===== src/rtl/cam_pkg.sv =====
// Shared definitions for the camera capture block: FSM states, RGB565 bit
// positions used by the 3-bit quantiser, and default frame geometry.
package cam_pkg;

    typedef enum logic [1:0] {
        IDLE  = 2'd0,
        FRAME = 2'd1,
        HI    = 2'd2,
        LO    = 2'd3
    } cam_state_e;

    localparam int H_ACTIVE_DEF = 640;
    localparam int V_ACTIVE_DEF = 480;

    localparam int HI_R_BIT = 7;
    localparam int HI_G_BIT = 2;
    localparam int LO_B_BIT = 4;

    // Keep only the MSB of R and G from the high byte and of B from the low byte.
    function automatic logic [2:0] quantise(input logic [7:0] hi, input logic [7:0] lo);
        return {hi[HI_R_BIT], hi[HI_G_BIT], lo[LO_B_BIT]};
    endfunction

endpackage


===== src/rtl/sync_edge.sv =====
// One-flop sampler with rise/fall detection of the live input against its
// previous sample.
module sync_edge (
    input  logic clk,
    input  logic reset,
    input  logic sig,
    output logic q,
    output logic rise,
    output logic fall
);

    // Previous-cycle sample of the input.
    always_ff @(posedge clk) begin
        if (reset) begin
            q <= 1'b0;
        end else begin
            q <= sig;
        end
    end

    assign rise = sig & ~q;
    assign fall = ~sig & q;

endmodule


===== src/rtl/camera_capture.sv =====
// Captures RGB565 byte pairs from a camera bus, quantises each pixel to 3 bits
// and tracks its column/row, with frame/line framing pulses and error flags.
module camera_capture
    import cam_pkg::*;
#(
    parameter int H_ACTIVE = H_ACTIVE_DEF,
    parameter int V_ACTIVE = V_ACTIVE_DEF
) (
    input  logic       pclk,
    input  logic       reset,
    input  logic [7:0] data_in,
    input  logic       h_ref,
    input  logic       v_sync,
    output logic       pix_valid,
    output logic [2:0] pix_rgb,
    output logic [9:0] pix_x,
    output logic [8:0] pix_y,
    output logic       frame_start,
    output logic       line_done,
    output logic       frame_done,
    output logic       err_odd,
    output logic       err_long
);

    localparam logic [10:0] H_LIM = 11'(H_ACTIVE);
    localparam logic [9:0]  V_LIM = 10'(V_ACTIVE);

    cam_state_e  state_r, state_next_s;
    logic        v_sync_q, vs_rise_s, vs_fall_s;
    logic        h_ref_q, hr_rise_s, hr_fall_s;
    logic        unused_s;
    logic        start_s, abort_s, latch_s, emit_s, line_end_s, odd_s;
    logic [7:0]  hi_r;
    logic [10:0] x_cnt_r;
    logic [9:0]  y_cnt_r;
    logic        line_px_r;

    sync_edge u_vs_edge (
        .clk   (pclk),
        .reset (reset),
        .sig   (v_sync),
        .q     (v_sync_q),
        .rise  (vs_rise_s),
        .fall  (vs_fall_s)
    );

    sync_edge u_hr_edge (
        .clk   (pclk),
        .reset (reset),
        .sig   (h_ref),
        .q     (h_ref_q),
        .rise  (hr_rise_s),
        .fall  (hr_fall_s)
    );

    // Line framing uses the h_ref level; its edge outputs are not needed here.
    assign unused_s = ^{v_sync_q, h_ref_q, hr_rise_s, hr_fall_s};

    // FSM state register.
    always_ff @(posedge pclk) begin
        if (reset) begin
            state_r <= IDLE;
        end else begin
            state_r <= state_next_s;
        end
    end

    // Next state and one-cycle datapath controls; a v_sync rise beats h_ref.
    always_comb begin
        state_next_s = state_r;
        start_s      = 1'b0;
        abort_s      = 1'b0;
        latch_s      = 1'b0;
        emit_s       = 1'b0;
        line_end_s   = 1'b0;
        odd_s        = 1'b0;
        case (state_r)
            IDLE: begin
                if (vs_fall_s) begin
                    state_next_s = FRAME;
                    start_s      = 1'b1;
                end else begin
                    state_next_s = IDLE;
                end
            end
            FRAME: begin
                if (vs_rise_s) begin
                    state_next_s = IDLE;
                    abort_s      = 1'b1;
                end else if (h_ref) begin
                    state_next_s = LO;
                    latch_s      = 1'b1;
                end else begin
                    state_next_s = FRAME;
                end
            end
            HI: begin
                if (vs_rise_s) begin
                    state_next_s = IDLE;
                    abort_s      = 1'b1;
                end else if (h_ref) begin
                    state_next_s = LO;
                    latch_s      = 1'b1;
                end else begin
                    state_next_s = FRAME;
                    line_end_s   = 1'b1;
                end
            end
            LO: begin
                if (vs_rise_s) begin
                    state_next_s = IDLE;
                    abort_s      = 1'b1;
                end else if (h_ref) begin
                    state_next_s = HI;
                    emit_s       = 1'b1;
                end else begin
                    state_next_s = FRAME;
                    line_end_s   = 1'b1;
                    odd_s        = 1'b1;
                end
            end
            default: begin
                state_next_s = IDLE;
            end
        endcase
    end

    // Pixel datapath, position counters, framing pulses and sticky errors.
    always_ff @(posedge pclk) begin
        if (reset) begin
            pix_valid   <= 1'b0;
            pix_rgb     <= 3'd0;
            pix_x       <= 10'd0;
            pix_y       <= 9'd0;
            frame_start <= 1'b0;
            line_done   <= 1'b0;
            frame_done  <= 1'b0;
            err_odd     <= 1'b0;
            err_long    <= 1'b0;
            hi_r        <= 8'd0;
            x_cnt_r     <= 11'd0;
            y_cnt_r     <= 10'd0;
            line_px_r   <= 1'b0;
        end else begin
            pix_valid   <= 1'b0;
            frame_start <= 1'b0;
            line_done   <= 1'b0;
            frame_done  <= 1'b0;
            if (start_s) begin
                frame_start <= 1'b1;
                pix_y       <= 9'd0;
                y_cnt_r     <= 10'd0;
                x_cnt_r     <= 11'd0;
                line_px_r   <= 1'b0;
                err_odd     <= 1'b0;
                err_long    <= 1'b0;
            end
            if (abort_s) begin
                frame_done <= 1'b1;
                x_cnt_r    <= 11'd0;
                line_px_r  <= 1'b0;
            end
            if (latch_s) begin
                hi_r <= data_in;
            end
            if (emit_s) begin
                if ((x_cnt_r < H_LIM) && (y_cnt_r < V_LIM)) begin
                    pix_valid <= 1'b1;
                    pix_rgb   <= quantise(hi_r, data_in);
                    pix_x     <= x_cnt_r[9:0];
                    pix_y     <= y_cnt_r[8:0];
                    line_px_r <= 1'b1;
                end else begin
                    err_long <= 1'b1;
                end
                // Saturate so an overlong line cannot wrap back into range.
                if (x_cnt_r != H_LIM) begin
                    x_cnt_r <= x_cnt_r + 11'd1;
                end
            end
            if (line_end_s) begin
                line_done <= 1'b1;
                x_cnt_r   <= 11'd0;
                line_px_r <= 1'b0;
                if (line_px_r && (y_cnt_r != V_LIM)) begin
                    y_cnt_r <= y_cnt_r + 10'd1;
                end
                if (odd_s) begin
                    err_odd <= 1'b1;
                end
            end
        end
    end

endmodule


===== config.mk =====
export PLATFORM = sky130hd
export DESIGN_NAME = camera_capture
export DESIGN_NICKNAME = d
export VERILOG_FILES = /design/src/rtl/cam_pkg.sv /design/src/rtl/sync_edge.sv /design/src/rtl/camera_capture.sv
export SDC_FILE = /design/constraint.sdc
export NUM_CORES = 1
export LEC_CHECK = 0
export ABC_AREA = 0
export CAP_MARGIN = 10
export CORE_ASPECT_RATIO = 0.8
export CORE_MARGIN = 2
export CORE_UTILIZATION = 40
export DETAILED_ROUTE_END_ITERATION = 8
export GPL_TIMING_DRIVEN = 0
export PLACE_DENSITY = 0.63
export REMOVE_ABC_BUFFERS = 1
export SETUP_SLACK_MARGIN = 0.02
export SLEW_MARGIN = 40
export SYNTH_ARGS = -nofsm -noshare
export SYNTH_HDL_FRONTEND = slang
export SYNTH_SLANG_ARGS = --single-unit

===== constraint.sdc =====
create_clock -name pclk -period 2.35 [get_ports pclk]
set_clock_uncertainty 0.2 [all_clocks]
set_input_delay 0.47 -clock pclk [delete_from_list [all_inputs] [get_ports pclk]]
set_output_delay 0.47 -clock pclk [all_outputs]
set_load 0.02 [all_outputs]

==> results of run 1 <==
-- per-stage QoR --
stage / total power [W] / hold slack, ns
CTS: 0.00155 / 0.278
global placement: 0.00102 / 0.248
global route: 0.00160 / 0.300
finish: 0.00153 / 0.275
floorplan: 0.000986 / 0.242
detailed placement: 0.00102 / 0.253
-- critical path, stage by stage --
cell             delay (ns)
clkdlybuf4s50_1        0.54
nand3b_1               0.37
and2_1                 0.22
a21boi_2               0.43
a22o_1                 0.20
-- worst max-delay path by stage --
stage	startpoint	to
5_1_grt	state_r[1]$_SDFF_PP0_	y_cnt_r[8]$_SDFF_PP0_
6_report	v_sync	pix_y[1]$_SDFF_PP0_
2_1_floorplan	v_sync	x_cnt_r[8]$_SDFF_PP0_
3_3_place_gp	h_ref	pix_y[1]$_SDFF_PP0_
4_1_cts	h_ref	pix_x[1]$_SDFFE_PP0P_
3_5_place_dp	v_sync	pix_x[1]$_SDFFE_PP0P_
-- kinds of logic after synthesis --
family          synth area share
xor+xnor                  0.0143
compound gates             0.207
buf+inv                   0.0495
mux                      0.00817
simple gates               0.236
flops                      0.449
fa+ha+maj                 0.0357
-- final cells by class --
cell class,count,area share
Multi-Input combinational cell,173,0.428
Clock buffer,5,0.0229
Clock inverter,3,0.00750
Tap cell,81,0.0337
Timing Repair Buffer,37,0.123
Inverter,15,0.0188
Sequential cell,55,0.367
-- cell usage after synthesis, drive strengths merged (2+ instances only) --
cell	number
dfxtp	55
nor4b	5
a31oi	2
mux2i	2
o21a	2
nor2b	3
or3	5
xnor2	4
and4	4
nor2	11
nand2	9
o211ai	8
nand3	19
ha	7
nor3	10
a32oi	2
and2	2
clkbuf	8
a22o	22
nand4	8
nor4	3
nand2b	2
and3	4
nand3b	2
o221ai	4
nand4b	3
o31ai	2
or4	2
o21ai	9
a21oi	9
a211oi	3
inv	15
buf	6
-- report_power, final --
| group | total, W | internal, W | switching, W |
|---|---|---|---|
| combinational | 0.0000665 | 0.0000210 | 0.0000455 |
| clock | 0.000525 | 0.000216 | 0.000309 |
| sequential | 0.000935 | 0.000934 | 0.00000161 |
| total | 0.00153 | 0.00117 | 0.000356 |
-- sequential cells by signal, indices dropped and copies added, names as in the netlist, 2 cells and up --
name     count
hi_r         2
pix_x       10
pix_y        9
pix_rgb      3
y_cnt_r     10
state_r      2
x_cnt_r     11
-- repair_timing --
item                       CTS  global route
setup endpoints to repair   36            33
pin swaps                    1             1
gates cloned                 0             0
gates resized for setup      5             4
hold buffers                 0             0
setup buffers                0             2
-- metal layers --
metal / track usage / routed length (um) / vias to the layer above
li1: - / - / 1042
met1: 0.254 / 2890 / 947
met2: 0.230 / 2080 / 52
met3: 0.0324 / 237 / 5
met4: 0.0505 / 43 / 0
met5: 0 / 0 / -
==> results.cfg, run 1 <==
[timing]
fmax_mhz = 460
fin_tns_setup_ns = 0
tightest_slew_ns = 0.768
post-route-worst-setup-slack_ns = 0.176
finalCritPeriodShare = 0.925
slew-limit-headroom = 0.488
hold_viol_final = 0
final-max-slew-violation-count = 0
setup_viol = 0
rsz0062_at_grt = false
fin_crit_ns = 2.17

[place]
place.gp.congestion = 0.822
dpl_worst_slack_ns = -0.598
post-dp-hpwl_um = 3660
post_dp_cell_area_um2 = 2860
dp.cells = 359
portBuffers = 34

[cells_and_area]
multiInputGateArea_um2 = 1280
utilization = 0.508
final_common_cell = dfxtp_1
final_cell_mix = dfxtp_1, clkdlybuf4s50_1, a22o_1, nand3_1, inv_1
fillers = 529
nNetsFinal = 306
final_area_um2 = 3000
drive_gt1_frac = 0.101
regArea_um2 = 1100
fin_cells = 369
diodes = 0
syn_to_final_growth_pct = 22.5

[critical_path]
rrSetupSlack_ns = 0.24
critPathKind = input port to register
end_kind = register
reg2reg_to = pix_y[1]$_SDFF_PP0_
required_ns = 2.40
rr_worst_depth = 6
cp.arrival_ns = 2.23
cp_max_fo = 11
startpoint_type = input port
r2r-start = state_r[1]$_SDFF_PP0_

[yosys]
syn-cell-area_um2 = 2450
ys.flop_type = dfxtp_1
ys_warn_count = 0
yosysTopAreaCell = dfxtp_1
synth_cell_types = 51
synth_area_leaders = dfxtp_1, a22o_1, nand3_1, ha_1, o211ai_1
postSynthAreaPerCell_um2 = 9.54
ys_ff_latch = 55
synth_edf_count = 0
yosysTopAreaCellShare = 0.449
synthArstFlopShare = 0
synth_cells = 257
synth_seq_area_share = 0.449

[floorplanning]
core_um2 = 5910
std_cell_rows = 25
initial_core_util = 0.415
io_pins = 40
die_y_um = 74.0
die_w_um = 91.5
dieArea_um2 = 6770

[clock_network]
cts_max_level = 2
clk_pin_slew_ns = 0.10
cts_max_path_buffers = 2
cts-root-buf = clkbuf_8
cts_num_sinks = 55
insertion_delay_ns = 0.31
cts_buffers = 5
cts_tree = built

[detailed_routing]
wl_um = 5250
routed_via_density = 5.54
drtIter0Drc = 140
final_antenna_net_count = 0
vias = 2046
drc_errors = 0
first_pass_iters = 4
routedWlPerCell_um = 14.2

[power_and_ir_drop]
p_per_area_nw_per_um2 = 508
ir_drop_v = 0.000234
cellLeakagePower_nw = 1.01

[grt]
grt_overflow_total = 0
track_usage = 0.165
grt_first_pass_wirelength_um = 8960
grt_pass1_vias = 1807
antenna_found_initial = 0
grt_max_degree = 19

[min_path]
hold_depth = 1
hp-start = hi_r[7]$_SDFFE_PP0P_
holdPathEnd = pix_rgb[2]$_SDFFE_PP0P_
worst_hold_path_type = register to register

[job]
cap_violations = 0

[status]
status = finished clean
No activity file was read; power rests on OpenSTA's default activity.
==> run 2: changes to the inputs <==
--- a/config.mk
+++ b/config.mk
@@ -13,6 +13,7 @@
 export DETAILED_ROUTE_END_ITERATION = 8
 export GPL_TIMING_DRIVEN = 0
 export PLACE_DENSITY = 0.63
+export RECOVER_POWER = 100
 export REMOVE_ABC_BUFFERS = 1
 export SETUP_SLACK_MARGIN = 0.02
 export SLEW_MARGIN = 40
==> run 2 against run 1 <==
  * Global-route usage did not move
  * Worst hold slack got worse by 0.0018 ns
  * Sequential share of layout area rose by 0.28 points
  * Count of clock-buffer cells in the layout did not move
  * Combinational power fell by 2%
  * Cell count did not move
  * Critical path depth rose by 1
  * Register-to-register slack got worse by 0.04 ns
  * Fmax fell by 0.69%
  * Die area did not move
  * First-iteration DRC count fell by 31%
  * Critical endpoint is now pix_y[8]$_SDFF_PP0_
  * Largest cell class unchanged
  * Largest power group unchanged
  * Highest routed layer unchanged
==> results.cfg, run 2 (same netlist as run 1, synthesis figures left out) <==
[status]
status = finished clean

[critical_path]
cp.arrival_ns = 2.24
cp_max_fo = 12
path_cells = clkdlybuf4s50_1 > nand2b_2 > nand2_1 > nor3_1 > buf_4 > a22o_1
crit_buf_inv = 2
end_kind = register
startpoint_type = input port
max_stage_delay_ns = 0.49
required_ns = 2.40
worst_path_max_delay_cell = nor3_1
critPathKind = input port to register
crit_family = simple AND/OR/NAND/NOR gates

[detailed_routing]
routedWlPerCell_um = 14.2
dr.max_layer_used = met4
drc_errors = 0
routed_via_density = 5.51
first_pass_iters = 4
final_antenna_net_count = 0
wl_met2_um = 2080
wl_um = 5250
route.met3.wl_um = 267
vias = 2032
drtIter0Drc = 96
wl_met1_um = 2850

[cells_and_area]
diodes = 0
syn_to_final_growth_pct = 21.6
fillers = 533
utilization = 0.504
drive_gt1_frac = 0.0903
nNetsFinal = 306
reg_top3 = x_cnt_r: 11 flops, pix_x: 10 flops, y_cnt_r: 10 flops
final_cell_mix = dfxtp_1, dlygate4sd3_1, a22o_1, nand3_1, inv_1
regMostFlops = x_cnt_r
final_common_cell = dfxtp_1
largest_reg_flops = 11
fin_cells = 369

[timing]
fmax_mhz = 457
setup_viol = 0
final-max-slew-violation-count = 0
rsz0062_at_grt = false
slew-limit-headroom = 0.528
tightest_slew_ns = 0.709
hold_viol_final = 0
fin_tns_setup_ns = 0
whs_ns = 0.273
post-route-worst-setup-slack_ns = 0.161
fin_crit_ns = 2.19
finalCritPeriodShare = 0.932

[grt]
grt_overflow_total = 0
track_usage = 0.165
antenna_found_initial = 0
grt_first_pass_wirelength_um = 8960
grt_max_degree = 19
grt_pass1_vias = 1807

[power_and_ir_drop]
p_per_area_nw_per_um2 = 512
p_sw_w = 0.000355
seq_power_share = 0.613
intPower_w = 0.00117
cellLeakagePower_nw = 1.10
ir_drop_v = 0.000235
sw_frac_of_total = 0.233
p_clk_frac = 0.344
pwr-share-comb = 0.043

[clock_network]
cts_max_level = 2
ctsHoldBuffers = 0
cts_buffers = 5
cts_tree = built
cts_max_path_buffers = 2
clk_pin_slew_ns = 0.09
insertion_delay_ns = 0.31
cts_num_sinks = 55
cts-root-buf = clkbuf_8

[place]
place.gp.congestion = 0.822
post-dp-hpwl_um = 3660
dp.cells = 359
dpl_worst_slack_ns = -0.598
portBuffers = 34

[floorplanning]
die_y_um = 74.0
std_cell_rows = 25
die_w_um = 91.5
io_pins = 40
initial_core_util = 0.415
dieArea_um2 = 6770
core_um2 = 5910

[min_path]
worst_hold_path_type = register to register

[job]
cap_violations = 0
[run 2: worst paths after layout]
path | from | end | slack (ns) | depth (start not counted)
worst max-delay path | v_sync | pix_y[8]$_SDFF_PP0_ | 0.16 | 6
worst min-delay path | pix_y[4]$_SDFF_PP0_ | pix_y[4]$_SDFF_PP0_ | 0.27 | 1
worst max register to register | state_r[1]$_SDFF_PP0_ | pix_y[8]$_SDFF_PP0_ | 0.20 | 6
worst min register to register | pix_y[4]$_SDFF_PP0_ | pix_y[4]$_SDFF_PP0_ | 0.27 | 1
[run 2: final cells by class]
cell class              instances  area (um^2)  area share
clock inverters                 3         22.5     0.00756
repair buffers                 37          368       0.123
clock buffers                   5         68.8      0.0231
multi-input cells             173         1260       0.424
flip-flops and latches         55         1100       0.369
well taps                      81          101      0.0340
inverters                      15         56.3      0.0189
[run 2: routing by layer]
layer  GRT usage  vias up
li1            -     1037
met2       0.230       49
met4      0.0505        0
met3      0.0324        7
met5           0        -
met1       0.254      939
[run 2: power groups by stage]
stage | clock, W | combinational [W] | sequential (W)
6_report | 0.000525 | 0.0000653 | 0.000935
5_1_grt | 0.000595 | 0.0000710 | 0.000936
4_1_cts | 0.000547 | 0.0000648 | 0.000935
3_5_place_dp | 0 | 0.0000629 | 0.000957
3_3_place_gp | 0 | 0.0000595 | 0.000956
2_1_floorplan | 0 | 0.0000288 | 0.000957
[run 2: per-stage QoR]
stage | total power [W] | instance area [um^2]
3_3_place_gp | 0.00102 | 2830
2_1_floorplan | 0.000986 | 2390
4_1_cts | 0.00155 | 2970
6_report | 0.00153 | 2980
3_5_place_dp | 0.00102 | 2860
5_1_grt | 0.00160 | 2980
[run 2: worst register-to-register path: stages, from the launching register on]
cell and delay (ns):
dfxtp_1 0.37, ha_1 0.30, and2_2 0.22, nand2_1 0.11, nor3_1 0.49, buf_4 0.26
a22o_1 0.14
[run 2: what timing repair did]
item / CTS / global route
cloned: 0 / 0
setup endpoints to repair: 36 / 33
buffers inserted: 0 / 2
resized for setup: 5 / 4
pin swaps: 1 / 1
==> run 3: changes to the inputs <==
--- a/config.mk
+++ b/config.mk
@@ -6,7 +6,7 @@
 export NUM_CORES = 1
 export LEC_CHECK = 0
 export ABC_AREA = 0
-export CAP_MARGIN = 10
+export CAP_MARGIN = 5
 export CORE_ASPECT_RATIO = 0.8
 export CORE_MARGIN = 2
 export CORE_UTILIZATION = 40
@@ -20,3 +20,4 @@
 export SYNTH_ARGS = -nofsm -noshare
 export SYNTH_HDL_FRONTEND = slang
 export SYNTH_SLANG_ARGS = --single-unit
+export TNS_END_PERCENT = 1
==> results of run 3 <==
Same layout as run 2: the final DEF is identical, and so are final timing and power.
